--- src/rtl/pcie_rx_tlp_decoder.sv ---
// Decodes MWr/MRd (3DW/4DW) and successful CplD TLPs from the 64-bit PCIe RX stream; latency 2 clocks beat-to-output.
// No backpressure: every beat is accepted; tvalid low stalls decoding. Optional stat counters under PCIE_RX_STATS_EN.
// Dropped TLPs (unsupported, poisoned, malformed) are consumed until tlast without producing output.
module pcie_rx_tlp_decoder #(
    parameter int ADDR_WIDTH      = 13,
    parameter int CPL_INDEX_WIDTH = 6
) (
    input  logic                       clock,
    input  logic                       reset,
    input  logic                       tvalid,
    input  logic                       tlast,
    input  logic [63:0]                tdata,
    output logic                       write_valid,
    output logic [ADDR_WIDTH-1:0]      write_address,
    output logic [63:0]                write_data,
    output logic                       read_valid,
    output logic [ADDR_WIDTH-1:0]      read_address,
    output logic [1:0]                 read_dw_count,
    output logic [23:0]                rid_tag,
    output logic                       completion_valid,
    output logic [7:0]                 completion_tag,
    output logic [CPL_INDEX_WIDTH-1:0] completion_index,
    output logic [63:0]                completion_data,
    output logic [15:0]                stat_writes,
    output logic [15:0]                stat_reads,
    output logic [15:0]                stat_cpls,
    output logic [15:0]                stat_drops
);

    localparam logic [1:0] HDR01 = 2'd0;
    localparam logic [1:0] HDR23 = 2'd1;
    localparam logic [1:0] DATA  = 2'd2;
    localparam logic [1:0] DROP  = 2'd3;

    logic [1:0]                 state;
    logic                       in_vld;
    logic                       in_last;
    logic [63:0]                in_data;
    logic [31:0]                prev_hi;
    logic                       is_wr;
    logic                       is_rd;
    logic                       is_cpl;
    logic                       is_4dw;
    logic                       hdr_bad;
    logic [9:0]                 rem_words;
    logic [ADDR_WIDTH-1:0]      addr_ptr;
    logic [CPL_INDEX_WIDTH-1:0] idx_ptr;

    function automatic logic [31:0] bswap(input logic [31:0] d);
        return {d[7:0], d[15:8], d[23:16], d[31:24]};
    endfunction

    logic [6:0]  fmt_type;
    logic [9:0]  hdr_len;
    logic [9:0]  hdr_words;
    logic        dec_wr;
    logic        dec_rd;
    logic        dec_cpl;
    logic        dec_4dw;
    logic        dec_known;
    logic        dec_bad;

    assign fmt_type  = in_data[30:24];
    assign hdr_len   = in_data[9:0];
    // A length field of zero encodes 1024 DWs, i.e. 512 words
    assign hdr_words = (hdr_len == 10'd0) ? 10'd512 : {1'b0, hdr_len[9:1]};

    always_comb begin
        dec_wr    = 1'b0;
        dec_rd    = 1'b0;
        dec_cpl   = 1'b0;
        dec_4dw   = 1'b0;
        dec_known = 1'b1;
        case (fmt_type)
            7'h40: dec_wr = 1'b1;
            7'h60: begin dec_wr = 1'b1; dec_4dw = 1'b1; end
            7'h00: dec_rd = 1'b1;
            7'h20: begin dec_rd = 1'b1; dec_4dw = 1'b1; end
            7'h4A: dec_cpl = 1'b1;
            default: dec_known = 1'b0;
        endcase
        dec_bad = !dec_known || in_data[14]
                || (dec_wr && hdr_len[0])
                || (dec_rd && (hdr_len != 10'd1) && (hdr_len != 10'd2))
                || (dec_cpl && (in_data[47:45] != 3'd0));
    end

    // The 4DW header carries the low address DW in DW3; the upper DW2 is ignored
    logic [ADDR_WIDTH-1:0] addr_bits;
    logic                  addr_bit2;
    logic                  wr_ok;
    logic                  rd_ok;
    logic                  cpl_ok;
    logic [63:0]           data_word;

    assign addr_bits = is_4dw ? in_data[ADDR_WIDTH+34:35] : in_data[ADDR_WIDTH+2:3];
    assign addr_bit2 = is_4dw ? in_data[34] : in_data[2];
    assign wr_ok     = is_wr && !hdr_bad && !addr_bit2;
    assign rd_ok     = is_rd && !hdr_bad;
    assign cpl_ok    = is_cpl && !hdr_bad;
    assign data_word = is_4dw ? {bswap(in_data[63:32]), bswap(in_data[31:0])}
                              : {bswap(in_data[31:0]), bswap(prev_hi)};

    always_ff @(posedge clock) begin
        if (reset) begin
            state            <= HDR01;
            in_vld           <= 1'b0;
            in_last          <= 1'b0;
            in_data          <= '0;
            prev_hi          <= '0;
            is_wr            <= 1'b0;
            is_rd            <= 1'b0;
            is_cpl           <= 1'b0;
            is_4dw           <= 1'b0;
            hdr_bad          <= 1'b0;
            rem_words        <= '0;
            addr_ptr         <= '0;
            idx_ptr          <= '0;
            write_valid      <= 1'b0;
            write_address    <= '0;
            write_data       <= '0;
            read_valid       <= 1'b0;
            read_address     <= '0;
            read_dw_count    <= '0;
            rid_tag          <= '0;
            completion_valid <= 1'b0;
            completion_tag   <= '0;
            completion_index <= '0;
            completion_data  <= '0;
        end else begin
            in_vld           <= tvalid;
            in_last          <= tlast;
            in_data          <= tdata;
            write_valid      <= 1'b0;
            read_valid       <= 1'b0;
            completion_valid <= 1'b0;
            if (in_vld) begin
                prev_hi <= in_data[63:32];
                case (state)
                    HDR01: begin
                        is_wr         <= dec_wr;
                        is_rd         <= dec_rd;
                        is_cpl        <= dec_cpl;
                        is_4dw        <= dec_4dw;
                        hdr_bad       <= dec_bad;
                        rem_words     <= hdr_words;
                        rid_tag       <= in_data[63:40];
                        read_dw_count <= hdr_len[1:0];
                        idx_ptr       <= '0 - in_data[CPL_INDEX_WIDTH+34:35];
                        state         <= in_last ? HDR01 : HDR23;
                    end
                    HDR23: begin
                        addr_ptr       <= addr_bits;
                        read_address   <= addr_bits;
                        completion_tag <= in_data[15:8];
                        read_valid     <= rd_ok;
                        if (in_last)
                            state <= HDR01;
                        else if (wr_ok || cpl_ok)
                            state <= DATA;
                        else
                            state <= DROP;
                    end
                    DATA: begin
                        // Words beyond the header length are ignored until tlast
                        if (rem_words != 10'd0) begin
                            rem_words <= rem_words - 10'd1;
                            if (is_wr) begin
                                write_valid   <= 1'b1;
                                write_address <= addr_ptr;
                                write_data    <= data_word;
                                addr_ptr      <= addr_ptr + 1'b1;
                            end else begin
                                completion_valid <= 1'b1;
                                completion_index <= idx_ptr;
                                completion_data  <= data_word;
                                idx_ptr          <= idx_ptr + 1'b1;
                            end
                        end
                        if (in_last)
                            state <= HDR01;
                    end
                    default: begin
                        if (in_last)
                            state <= HDR01;
                    end
                endcase
            end
        end
    end

`ifdef PCIE_RX_STATS_EN
    logic decide;
    assign decide = in_vld && (state == HDR23);

    always_ff @(posedge clock) begin
        if (reset) begin
            stat_writes <= '0;
            stat_reads  <= '0;
            stat_cpls   <= '0;
            stat_drops  <= '0;
        end else if (decide) begin
            if (wr_ok && (stat_writes != 16'hFFFF))
                stat_writes <= stat_writes + 16'd1;
            if (rd_ok && (stat_reads != 16'hFFFF))
                stat_reads <= stat_reads + 16'd1;
            if (cpl_ok && (stat_cpls != 16'hFFFF))
                stat_cpls <= stat_cpls + 16'd1;
            if (!(wr_ok || rd_ok || cpl_ok) && (stat_drops != 16'hFFFF))
                stat_drops <= stat_drops + 16'd1;
        end
    end
`else
    assign stat_writes = '0;
    assign stat_reads  = '0;
    assign stat_cpls   = '0;
    assign stat_drops  = '0;
`endif

endmodule

--- config.mk ---
export PLATFORM = sky130hd
export DESIGN_NAME = pcie_rx_tlp_decoder
export DESIGN_NICKNAME = d
export VERILOG_FILES = /design/src/rtl/pcie_rx_tlp_decoder.sv
export SDC_FILE = /design/constraint.sdc
export NUM_CORES = 1
export LEC_CHECK = 0
export CORE_MARGIN = 10
export CORE_UTILIZATION = 25
export CTS_CLUSTER_DIAMETER = 200
export CTS_CLUSTER_SIZE = 16
export DETAILED_ROUTE_END_ITERATION = 10
export GPL_TIMING_DRIVEN = 1
export PLACE_DENSITY = 0.56
export SLEW_MARGIN = 0
export SYNTH_ARGS = -nofsm -noshare
export SYNTH_HDL_FRONTEND = slang
export SYNTH_SLANG_ARGS = --single-unit
export TNS_END_PERCENT = 50
--- constraint.sdc ---
create_clock -name clock -period 2.8 [get_ports clock]
set_input_delay 0.84 -clock clock [delete_from_list [all_inputs] [get_ports clock]]
set_output_delay 0.84 -clock clock [all_outputs]
set_load 0.005 [all_outputs]
# == Word-level counts from Yosys, hierarchy flattened ==
# Cells that the tools add are included.
# classes
addsub,4
n_reduce_logical,38
n_lt_le_gt_ge,0
bitwise,5
eq_ne,11
n_shift,0
div_mod_pow,0
n_mux,24
mul,0
# op_table
operator,n
$mux 64,1
$mux 13,3
$pmux 13 s2,1
$eq 7x7->1 const B,3
$mux 10,2
$pmux 10 s2,1
$reduce_and 4->1,4
$add 13x1->13 const B,1
$mux 6,2
$pmux 6 s2,1
$logic_not 10->1,1
$mux 1,10
$ne 10x1->1 const B,1
$ne 10x2->1 const B,1
$reduce_bool 10->1,1
$sub 10x1->10 const B,1
$logic_and 1x1->1,8
$eq 7x6->1 const B,1
$logic_not 7->1,1
$add 6x1->6 const B,1
$ne 2x2->1 const B,3
$reduce_and 2->1,3
$reduce_bool 3->1,2
$reduce_or 2->1,3
14 further kinds,26
# word_totals
ff_bits,331
inputBits,68
out_inout_bits,261
mem_bits_ro,0
latchBits,0
memories,0
elab_cells,106
mem_bits_rw,0

# == Depth between registers and ports, before layout ==
# Gate-level depths: netlist (run 1).
# logic_depth
word_depth,8
ltp_mapped,9
depth_no_buf,7

# == Worst setup path after synthesis (run 1) ==
# OpenSTA, ideal clock, no wires.
# synth_timing
path_type,register to register
from,reg rem_words[0]
to,reg completion_data[10]
path_buffers,2
period_less_slack_ns,1.907
stages_incl_launch_ff,9
required_time_ns,2.714
t_arrival_ns,1.821
slack_ns,0.893
path_cell_list,dfxtp_1 inv_1 ha_1 and3_1 buf_4 nor4b_4 clkbuf_1 nor2_1 a211oi_1
# synth_via
elab_chain_cells,2
# synth_rtl
element,line_no,rtl
from (decl),45,logic [9:0] rem_words;
from (signal assigned),146,rem_words <= hdr_words;
from (signal assigned),167,rem_words <= rem_words - 10'd1;
$reduce_bool 10->1,166,if (rem_words != 10'd0) begin
$reduce_and 4->1 (no source line),n/a,
to (signal assigned),176,completion_data <= data_word;
to (decl),23,"output logic [63:0] completion_data,"
# No other way between the ends.
# A chain may end at the register's enable or synchronous reset.

# == Worst setup path after layout (run 1) ==
# layout_timing
from,reg rem_words[2]
to,reg completion_data[55]
# The elaborated chain is that of the path after synthesis.

==> results of run 1 <==
-- final cells by class --
type,count,area (µm²)
Clock buffer,25,604
Timing Repair Buffer,308,3080
Sequential cell,331,6630
Multi-Input combinational cell,953,5500
Antenna cell,1,2.50
Tap cell,672,841
Clock inverter,2,37.5
Fill cell,5255,33700
Inverter,10,37.5
-- registers in the layout, summed over array words and instances, names as in the netlist, 2 cells and up --
name	cells
completion_tag	8
rem_words	10
read_dw_count	2
prev_hi	32
idx_ptr	6
completion_index	6
rid_tag	24
in_data	64
write_data	64
read_address	13
addr_ptr	13
state	2
write_address	13
completion_data	64
-- per-layer routing --
layer | GRT usage | vias to the layer above | part of all wire
met2 | 0.219 | 357 | 0.45
met3 | 0.0463 | 56 | 0.094
met4 | 0.0274 | 12 | 0.017
li1 | - | 5154 | -
met1 | 0.177 | 4924 | 0.44
met5 | 0 | - | 0.0021
-- cell usage in the layout (no fill, tap or decap), types with 24 or more instances in the layout --
master           synthesis  routed
dfxtp_1                331     329
clkdlybuf4s50_1          0     263
nor2_1                 205     203
a211oi_1               146     146
nand2_1                136     136
mux2i_1                 97      97
a21oi_1                 88      88
nor2b_1                 71      70
conb_1                   1      64
buf_4                   66      36
o21ai_0                 27      27
clkbuf_16                0      24
-- through the flow --
stage	power, mW	setup WS, ns
2_1_floorplan	5.44	0.893
3_3_place_gp	5.75	0.612
3_5_place_dp	5.76	0.517
4_1_cts	9.03	0.343
5_1_grt	9.27	0.163
6_report	8.88	0.297
-- power by group through the flow --
stage          combinational [mW]  sequential [mW]  clock (mW)
2_1_floorplan               0.455             4.99           0
3_3_place_gp                0.719             5.03           0
3_5_place_dp                0.726             5.04           0
4_1_cts                     0.728             4.93        3.37
5_1_grt                     0.795             4.94        3.53
6_report                    0.725             4.93        3.23
-- worst max-delay path, delay by kind of cell, from the launching register on --
family,cells,cell delay [ns]
buffers and inverters,1,0.19
AOI/OAI and AO/OA,1,0.07
DFF,1,0.36
and+or+nand+nor,4,1.38
-- final timing paths --
kind	endpoint	slack [ns]
max reg2reg	completion_data[55]$_SDFFE_PP0P_	0.30
max	completion_data[55]$_SDFFE_PP0P_	0.30
min reg2reg	state[1]$_SDFFE_PP0P_	0.45
min	state[1]$_SDFFE_PP0P_	0.45
-- kinds of logic (layout without fill, tap and decap cells) --
family,count (synthesis),in the layout,synth area share
compound gates,301,301,0.154
xor+xnor,5,5,0.00342
fa+ha+maj,5,5,0.00488
buf+inv,178,345,0.0737
flops,331,331,0.517
mux,97,97,0.0757
other cells,1,65,0.000292
simple gates,481,481,0.171
==> results.toml, run 1 <==
[timing]
max_freq_mhz = 400
fin_crit_sh = 0.894
finalSetupTns_ns = 0
fin_worst_skew_ns = 0.0437
worst-slew-pin-transition_ns = 0.886
slew_violations = 0
setup_viol = 0
period_needed_ns = 2.50
fin_hold_ws_ns = 0.449
hold_violations = 0
max_slew_margin = 0.410
rsz0062_at_grt = "no"

[drt]
ant_nets = 0
wl_per_cell_um = 19.1
drc_errors = 0
viasPerCell = 4.56
drt_wl_total_mm = 44.0
first_iter_violations = 600
vias = 10500
dr.pass1.iters = 5

[power_and_ir_drop]
swShare = 0.248
power.leakage_nw = 5.46
clockPowerShare = 0.363
p_int_mw = 6.68
comb_power_share = 0.082
vdd_drop_max_v = 0.000384
seq_power_share = 0.555
switchingPower_mw = 2.20
powerDensity_mw_per_mm2 = 531

[worst_setup_path]
r2r-start = "rem_words[2]$_SDFFE_PP0P_"
rr_worst_depth = 6
max_stage_delay_ns = 0.59
crit_chain = "nor4_1 -> and3_1 -> nor4b_4 -> buf_12 -> nor2_1 -> a211oi_1"
path_class = "register to register"
crit_fanout = 134
cp_data_arrival_time_ns = 2.89
cp-end-kind = "register"
crit_path_start_kind = "register"
crit_start = "rem_words[2]$_SDFFE_PP0P_"
cp.required_ns = 3.19
cpMaxStageDelayCell = "nor4_1"

[synth]
synthArstFlopShare = 0
yosys-top-cells-count = "dfxtp_1, nor2_1, a211oi_1, nand2_1, mux2i_1"
netlist.area_leader.share = 0.517
syn_inst = 1399
seq_area_frac_synth = 0.517
synth_edf_count = 0
yosysTopAreaCell = "dfxtp_1"
synth_seq_cells = 331
synth_warnings = 0
synth_area_per_cell_um2 = 9.16
synth_area_leaders = "dfxtp_1, a211oi_1, mux2i_1, nor2_1, nand2_1"
yosysMostFrequentCell = "dfxtp_1"
syn_area_mm2 = 0.0128
synth_cell_types = 52
synth_top_flop_cell = "dfxtp_1"

[worst_hold_path]
hold_depth = 1
hp-class = "register to register"
hold_start = "in_last$_SDFF_PP0_"

[finish]
postLayoutCellArea_mm2 = 0.0167
syn_to_final_growth_pct = 30.5
fin_util = 0.332
drive_gt1_frac = 0.0510
fin_nets = 1701
layoutNonFillerInstCount = 2302

[global_routing]
antenna_found_initial = 8
grt_pass1_vias = 10300
grt_max_degree = 135
grt_pass1_wl_mm = 64.8
grt-ovfl-total = 0
track_usage = 0.137

[outcome]
outcome = "complete, no violations"

[clock_tree]
clockBufferDepth = 3
cts_hold_buffers = 0
insertion_delay_ns = 0.58
clk_pin_slew_worst_paths_ns = 0.08
cts_setup_buffers = 0
cts_tree = "built"
ctsResizeCount = 0
cts_sinks = 331
h-tree-depth = 1
cts-root-buf = "clkbuf_16"
cts_made_buffers = 24

[placed_design]
place_area_mm2 = 0.0161
gp_congestion = 0.845
dp.cells = 2274
hpwl_mm = 32.4
port_buffers = 264

[die]
initial_utilization = 0.254
core_area_mm2 = 0.0505
chipHeight_um = 246
die_x_um = 246
io_pins = 329
rows = 82
dieArea_mm2 = 0.0607

[run]
drv_cap = 0
Power figures use the tool's default switching activity.
==> run 2: changes to the inputs <==
--- a/config.mk
+++ b/config.mk
@@ -11,7 +11,7 @@
 export CTS_CLUSTER_SIZE = 16
 export DETAILED_ROUTE_END_ITERATION = 10
 export GPL_TIMING_DRIVEN = 1
-export PLACE_DENSITY = 0.56
+export PLACE_DENSITY = 0.58
 export SLEW_MARGIN = 0
 export SYNTH_ARGS = -nofsm -noshare
 export SYNTH_HDL_FRONTEND = slang
==> constraint.sdc (replaced) <==
create_clock -name clock -period 2.15 [get_ports clock]
set_input_delay 0.645 -clock clock [delete_from_list [all_inputs] [get_ports clock]]
set_output_delay 0.645 -clock clock [all_outputs]
set_load 0.005 [all_outputs]
==> run 2 against run 1 <==
- final cell count up 0.96%
- flip-flop and latch count did not move
- clock skew fell by 0.0019 ns
- setup slack got worse by 0.26 ns
- sequential share of layout area down 0.73 points
- non-clock buffer count is 20 higher
- critical path type is now register to output pin
==> results.toml, run 2 (same netlist as run 1, synthesis figures left out) <==
[outcome]
outcome = "complete, no violations"

[placed_design]
place_area_mm2 = 0.0163
hpwl_mm = 33.2
port_buffers = 264
gp_congestion = 0.857

[die]
dieArea_mm2 = 0.0607
chipHeight_um = 246
rows = 82
io_pins = 329
die_x_um = 246
core_area_mm2 = 0.0505
initial_utilization = 0.254

[timing]
rsz0062_at_grt = "yes"
setup_viol = 0
max_slew_margin = 0.537
worst-slew-pin-transition_ns = 0.695
fin_worst_skew_ns = 0.0418
period_needed_ns = 2.11
finalSetupTns_ns = 0
max_freq_mhz = 473
slew_violations = 0
fin_crit_sh = 0.983
hold_violations = 0

[finish]
final_common_cell = "dfxtp_1"
fin_nets = 1721
fillers = 5166
postLayoutCellArea_mm2 = 0.0171
reg.largest.list = "completion_data: 64 flops, in_data: 64 flops, write_data: 64 flops"
syn_to_final_growth_pct = 33.5
final_cell_mix = "dfxtp_1, clkdlybuf4s50_1, nor2_1"
drive_gt1_frac = 0.0764

[drt]
vias = 10600
viasPerCell = 4.55
wl_met1_mm = 20.5
wl_per_cell_um = 19.5
drt_wl_total_mm = 45.2
met2WireLength_mm = 20.4
dr.pass1.iters = 5
dr_wl_met3_mm = 3.53
ant_nets = 0
first_iter_violations = 667
drc_errors = 0
top_layer = "met5"

[run]
drv_cap = 0

[worst_setup_path]
cp.required_ns = 1.50
reg2reg_slack_ns = 0.13
worst-path-buf-inv = 1
crit_fanout = 2
critical_path_depth = 1
endpoint = "completion_tag[1]"
cpMaxStageDelayCell = "clkdlybuf4s50_1"
max_stage_delay_ns = 0.52
critPathTopFamily = "buffers and inverters"
rr_worst_depth = 5
cp_data_arrival_time_ns = 1.47
crit_path_start_kind = "register"
r2r-start = "in_vld$_SDFF_PP0_"
crit_chain = "clkdlybuf4s50_1"
crit_start = "completion_tag[1]$_SDFFE_PP0P_"
rr_endpoint = "hdr_bad$_SDFFE_PP0P_"
path_class = "register to output pin"
cp-end-kind = "output pin"

[power_and_ir_drop]
switchingPower_mw = 2.92
comb_power_share = 0.085
powerDensity_mw_per_mm2 = 680
vdd_drop_max_v = 0.000536
seq_power_share = 0.551
p_int_mw = 8.72
finalPower_mw = 11.6
clockPowerShare = 0.365
power.leakage_nw = 6.15
swShare = 0.251

[clock_tree]
clockBufferDepth = 3
cts_made_buffers = 24
cts-root-buf = "clkbuf_16"
h-tree-depth = 1
clk_pin_slew_worst_paths_ns = 0.08
cts_sinks = 331
cts_tree = "built"
insertion_delay_ns = 0.59

[global_routing]
antenna_found_initial = 8
grt_max_degree = 100
grt-ovfl-total = 0
grt_pass1_vias = 10400
track_usage = 0.141
grt_pass1_wl_mm = 66.7

[worst_hold_path]
hp-class = "input port to register"
hold_start = "reset"
## run 2: cell types whose count changed in the layout (fill, tap and decap cells not counted), sizes merged
cell | before | now
clkbuf | 25 | 26
dlymetal6s2s | 0 | 24
clkdlybuf4s50 | 263 | 221
dlygate4sd2 | 0 | 18
diode | 1 | 3
bufbuf | 0 | 1
buf | 45 | 63
## run 2: layout make-up
class                      instances  area, µm²  share of cell area
antenna                            3       7.51            0.000439
multi-input combinational        953       5540               0.323
inverter                          10       37.5             0.00219
tap                              672        841              0.0491
clock buffer                      25        604              0.0353
timing repair buffer             328       3390               0.198
clock inverter                     2       37.5             0.00219
sequential                       331       6660               0.389
## run 2: what timing repair did
action	CTS	global route
endpoints found under the setup margin	43	135
hold buffers	0	0
gates cloned	1	0
gates resized for setup	35	37
pin swaps	1	0
setup buffers	2	0
## run 2: power groups by stage
stage | clock, mW | sequential [mW] | combinational, mW
2_1_floorplan | 0 | 6.50 | 0.592
3_3_place_gp | 0 | 6.55 | 0.965
3_5_place_dp | 0 | 6.55 | 0.975
4_1_cts | 4.40 | 6.41 | 0.981
5_1_grt | 4.57 | 6.43 | 1.08
6_report | 4.25 | 6.41 | 0.984
## run 2: worst min path at each step
stage | slack, ns | endpoint | cells after the start
floorplan | 0.42 | state[1]$_SDFFE_PP0P_ | 1
global placement | 0.44 | rid_tag[14]$_SDFFE_PP0P_ | 2
detailed placement | 0.44 | state[1]$_SDFFE_PP0P_ | 1
CTS | 0.42 | in_data[56]$_SDFF_PP0_ | 2
global route | 0.44 | is_4dw$_SDFFE_PP0P_ | 2
finish | 0.43 | in_data[22]$_SDFF_PP0_ | 2
## run 2: metal layers
| layer | track usage | vias up |
|---|---|---|
| li1 | - | 5193 |
| met1 | 0.189 | 4981 |
| met2 | 0.222 | 350 |
| met3 | 0.0401 | 49 |
| met4 | 0.0271 | 12 |
| met5 | 0 | - |
## run 2: through the flow
stage | cells | hold slack, ns | setup slack [ns] | util
after global routing | 2321 | 0.444 | -0.0268 | 0.339
after floorplan | 1462 | 0.418 | 0.243 | -
after global placement | 2291 | 0.445 | 0.0907 | 0.323
after detailed placement | 2291 | 0.443 | 0.0440 | 0.323
after CTS | 2321 | 0.417 | 0.000220 | 0.337
final | 2324 | 0.435 | 0.0366 | 0.339
